### config.mk
export PLATFORM = sky130hd
export DESIGN_NAME = led_fade_pwm
export DESIGN_NICKNAME = d
export VERILOG_FILES = /design/src/rtl/led_fade_pwm.sv
export SDC_FILE = /design/constraint.sdc
export NUM_CORES = 1
export LEC_CHECK = 0
export BUFFER_PORTS_ARGS = -buffer_cell sky130_fd_sc_hd__buf_2
export CAP_MARGIN = 20
export CORE_MARGIN = 1.5
export CORE_UTILIZATION = 55
export CTS_BUF_LIST = sky130_fd_sc_hd__clkbuf_16
export CTS_CLUSTER_DIAMETER = 120
export CTS_CLUSTER_SIZE = 8
export DETAILED_ROUTE_END_ITERATION = 10
export GPL_TIMING_DRIVEN = 0
export HOLD_SLACK_MARGIN = 0.05
export PLACE_DENSITY = 0.76
export SYNTH_ARGS = -nofsm -noshare
export SYNTH_HDL_FRONTEND = slang
export SYNTH_SLANG_ARGS = --single-unit
### constraint.sdc
create_clock -name clk_10MHz -period 1.54 [get_ports clk_10MHz]
set_input_delay 0.077 -clock clk_10MHz [delete_from_list [all_inputs] [get_ports clk_10MHz]]
set_output_delay 0.077 -clock clk_10MHz [all_outputs]
set_load 0.01 [all_outputs]
### src/rtl/led_fade_pwm.sv
// Per-LED afterglow: channels driven high light at full brightness, then fade out via PWM
// once released. Bypass passes led_in through with one register stage.
module led_fade_pwm #(
  parameter int unsigned PWM_BITS   = 4,
  parameter int unsigned DECAY_BASE = 10000
) (
  input  logic       clk_10MHz,
  input  logic       rst,
  input  logic [7:0] led_in,
  input  logic [1:0] fade_sel,
  input  logic       bypass,
  output logic [7:0] pwm_out,
  output logic       decay_tick
);

  localparam logic [PWM_BITS-1:0] LevelMax  = {PWM_BITS{1'b1}};
  localparam logic [15:0]         PrescLast = 16'(DECAY_BASE - 1);

  logic [15:0]               presc_q, presc_d;
  logic [2:0]                div_cnt_q, div_cnt_d;
  logic [PWM_BITS-1:0]       pwm_cnt_q, pwm_cnt_d;
  logic [7:0][PWM_BITS-1:0]  level_q, level_d;
  logic [7:0]                pwm_out_q, pwm_out_d;
  logic                      base_tick;
  logic [2:0]                mask;

  always_comb begin
    mask = 3'b000;
    unique case (fade_sel)
      2'd0: mask = 3'b000;
      2'd1: mask = 3'b001;
      2'd2: mask = 3'b011;
      2'd3: mask = 3'b111;
      default: mask = 3'b000;
    endcase
  end

  assign base_tick  = (presc_q == PrescLast);
  assign decay_tick = base_tick & ((div_cnt_q & mask) == mask);

  always_comb begin
    presc_d   = base_tick ? 16'd0 : presc_q + 16'd1;
    div_cnt_d = base_tick ? div_cnt_q + 3'd1 : div_cnt_q;
    pwm_cnt_d = pwm_cnt_q + PWM_BITS'(1);
    level_d   = level_q;
    pwm_out_d = '0;
    for (int i = 0; i < 8; i++) begin
      // A fresh led_in wins over a simultaneous decay step.
      if (led_in[i]) begin
        level_d[i] = LevelMax;
      end else if (decay_tick && (level_q[i] != '0)) begin
        level_d[i] = level_q[i] - PWM_BITS'(1);
      end
      pwm_out_d[i] = (level_q[i] == LevelMax) | (level_q[i] > pwm_cnt_q);
    end
    if (bypass) begin
      pwm_out_d = led_in;
    end
  end

  always_ff @(posedge clk_10MHz) begin
    if (rst) begin
      presc_q   <= '0;
      div_cnt_q <= '0;
      pwm_cnt_q <= '0;
      level_q   <= '0;
      pwm_out_q <= '0;
    end else begin
      presc_q   <= presc_d;
      div_cnt_q <= div_cnt_d;
      pwm_cnt_q <= pwm_cnt_d;
      level_q   <= level_d;
      pwm_out_q <= pwm_out_d;
    end
  end

  assign pwm_out = pwm_out_q;

endmodule
==> flow_summary.yaml <==
global_route:
  grt_pass1_vias: 3472
  grt_start_max_net_pins: 13
  grt_pass1_wl_mm: 17.0
  globalRouteTotalUtil: 0.301
  overflow: 0
  antenna_found_initial: 0
synth:
  synthDistinctLibCells: 45
  ys.flop_type: "dfxtp_1"
  syn_inst: 408
  ys_seq_elements: 63
  syn_area_per_cell_um2: 9.37
  syn-num-nets: 472
  yosysSeqAreaShare: 0.330
  synth_edf_count: 0
  netlist_area_um2: 3820
  async_reset_ff_frac: 0
  yosysWarnings: 0
clock_tree:
  clkSlewWorstSetupHoldPaths_ns: 0.06
  cts_tree: "yes"
  clock-sinks: 63
  cts-root-buf: "clkbuf_16"
  clockBufferDepth: 2
  htreeDepth: 3
  cts_made_buffers: 9
  insertion_delay_ns: 0.34
power:
  switchingPower_mw: 1.40
  p_comb_frac: 0.184
  p_int_mw: 3.98
  swShare: 0.260
  leakage_nw: 2.23
  finalPower_mw: 5.39
  ir_drop_v: 0.000670
  power_frac_clock: 0.470
  power_density_nw_per_um2: 1010
  p_seq_frac: 0.346
routing:
  via_per_inst: 6.38
  dr.pass1.iters: 4
  wl_per_cell_um: 20.6
  antenna_left: 0
  dr_total_vias: 3560
  drc: 0
  drt_iter0_markers: 210
  routed_wl_mm: 11.5
outcome:
  failed_checks: "negative setup slack"
  outcome: "finished, violations left"
sta:
  setup_viol: 57
  finalClockSkew_ns: 0.00580
  finalHoldViolCount: 0
  clock.fmax_mhz: 560
  drv_slew: 0
  relSlewSlack: 0.426
  setup_tns_ns: -8.76
  period_share: 1.16
  layout_setup_ws_ns: -0.245
  fin_crit_ns: 1.78
  fin_hold_ws_ns: 0.0629
  tightest_slew_ns: 0.860
  rsz0062_at_grt: "true"
final_layout:
  final_util: 0.793
  drive_gt1_frac: 0.395
  area_delta_synth_final_pct: 40.1
  fin_cells: 558
  antennaDiodeCount: 0
  fin_nets: 537
worst_setup_path:
  cp.buffers_inverters: 4
  cp_common_cell: "buf_6"
  reg2reg_slack_ns: -0.24
  slowest_delay_ns: 0.33
  crit_path_end_kind: "register"
  r2r-end: "level_q[27]"
  critical-path-slowest-cell: "dfxtp_2"
  critical_path_required_ns: 1.74
  crit_family: "buffers and inverters"
  startpoint_type: "register"
  critPathKind: "reg2reg"
  r2r_cells: 9
  critPathArrivalTime_ns: 1.99
  path_cells: "ha_4 -> and3_1 -> buf_6 -> nand3_4 -> clkinv_4 -> buf_12 -> buf_6 -> a211oi_1 -> nor2_1"
  worst-path-max-fanout: 4
  r2r-start: "presc_q[1]"
worst_hold_path:
  holdPathStages: 3
  hold_path.class: "in2reg"
  min-delay-start: "led_in[0]"
  worstHoldEndpoint: "level_q[3]"
job:
  max_cap_violations: 0
floorplan:
  dieWidth_um: 86.4
  die_y_um: 86.4
  row_count: 30
  start_util: 0.566
  dieArea_um2: 7460
  ios: 22
  core_um2: 6760
placed_design:
  place_inst: 507
  place.gp.congestion: 0.851
  dp_hpwl_mm: 6.00
  numPortBuffers: 19
[cells in the final DEF, fill, tap and decap left out, drive strengths merged, types with 11 or more instances in the layout]
master,Yosys,layout
a21oi,15,15
a31oi,11,11
buf,7,55
clkbuf,7,17
dfxtp,63,63
ha,51,51
inv,35,33
nand2,11,11
nand4,19,19
nor2,36,36
o21a,16,16
o21ai,11,11
xnor2,18,18
[power groups by stage]
| stage | Clock (mW) | Sequential (mW) | Combinational, mW |
|---|---|---|---|
| after floorplan | 0 | 1.85 | 0.514 |
| after global placement | 0 | 1.87 | 0.654 |
| after detailed placement | 0 | 1.87 | 0.693 |
| after CTS | 2.55 | 1.85 | 0.863 |
| after global routing | 2.61 | 1.87 | 1.08 |
| final | 2.53 | 1.86 | 0.992 |
[per-stage QoR]
| step | setup WS, ns | area [µm²] |
|---|---|---|
| final | -0.245 | 5360 |
| after detailed placement | -0.435 | 4170 |
| after global placement | -0.451 | 4170 |
| after CTS | -0.175 | 5130 |
| after floorplan | -0.0678 | 3970 |
| after global routing | -0.323 | 5360 |
[worst max path at each step]
stage,from,end,slack [ns],depth (start not counted)
after floorplan,presc_q[15],presc_q[15],-0.07,8
after global placement,div_cnt_q[0],level_q[15],-0.45,7
after detailed placement,div_cnt_q[0],level_q[7],-0.44,7
after CTS,presc_q[7],decay_tick,-0.17,6
after global routing,presc_q[1],level_q[27],-0.32,9
final,presc_q[1],level_q[27],-0.24,9
[synthesized netlist by cell type, types with 3 or more instances]
master	number	share of area
dfxtp_1	63	0.33
ha_1	51	0.17
nor2_1	36	0.035
inv_1	34	0.033
xnor2_1	18	0.041
o21a_1	16	0.031
a21oi_1	14	0.018
nand4_1	12	0.020
a31oi_1	11	0.018
nand2_1	11	0.011
o21ai_0	11	0.014
nor3_1	10	0.013
nor2b_1	9	0.015
a211oi_1	8	0.016
a221oi_1	8	0.018
a41o_1	8	0.021
nor4_1	8	0.013
xor2_1	8	0.018
clkbuf_1	7	0.0069
mux2_1	7	0.021
nand4_2	7	0.023
nand3_1	6	0.0079
a311o_1	5	0.013
o311a_1	5	0.013
or3b_2	5	0.011
and3_1	4	0.0065
buf_2	3	0.0039
nand4b_1	3	0.0069
or3_1	3	0.0049
[area by class of cell]
class                   instances  area [µm²]
flip-flops and latches         63        1280
repair buffers                 55         503
clock inverters                 7         145
plain buffers                  13         114
clock buffers                   9         225
inverters                      35         140
multi-input cells             296        2850
well taps                      80         100
fillers                       393        1400
[logic make-up (layout without fill, tap and decap cells)]
family                   after synthesis  count (layout)  share of synthesized area
multiplexers                           8               8                     0.0232
flip-flops                            63              63                      0.330
adder cells (fa/ha/maj)               51              51                      0.167
buffers and inverters                 49             119                     0.0573
AO/OA/AOI/OAI                         89              89                      0.175
XOR/XNOR                              26              26                     0.0596
AND/OR/NAND/NOR                      122             122                      0.188
[worst reg2reg max path: stages, from the launching register on]
cell and delay (ns):
dfxtp_2 0.33, ha_4 0.16, and3_1 0.14, buf_6 0.13
nand3_4 0.10, clkinv_4 0.09, buf_12 0.14, buf_6 0.13
a211oi_1 0.30, nor2_1 0.13
[registers in the layout, summed over array words and instances, names as in the netlist]
register,flops
pwm_cnt_q,4
level_q,32
pwm_out,8
presc_q,16
div_cnt_q,3
[metal layers]
metal / GRT usage / vias up / part of all wire
met5: 0 / - / 0
met4: 0.157 / 0 / 0.048
met3: 0.0629 / 50 / 0.054
met2: 0.539 / 153 / 0.50
met1: 0.336 / 1717 / 0.40
li1: - / 1640 / -
[timing repair]
| item | in CTS | in global routing |
|---|---|---|
| hold buffers | 5 | 0 |
| pin swaps | 37 | 44 |
| endpoints found under the hold margin | 6 | 0 |
| buffers inserted | 22 | 8 |
| gates cloned | 2 | 1 |
| gates resized for setup | 77 | 40 |
| endpoints found under the setup margin | 58 | 59 |
No activity file was read; power rests on OpenSTA's default activity.
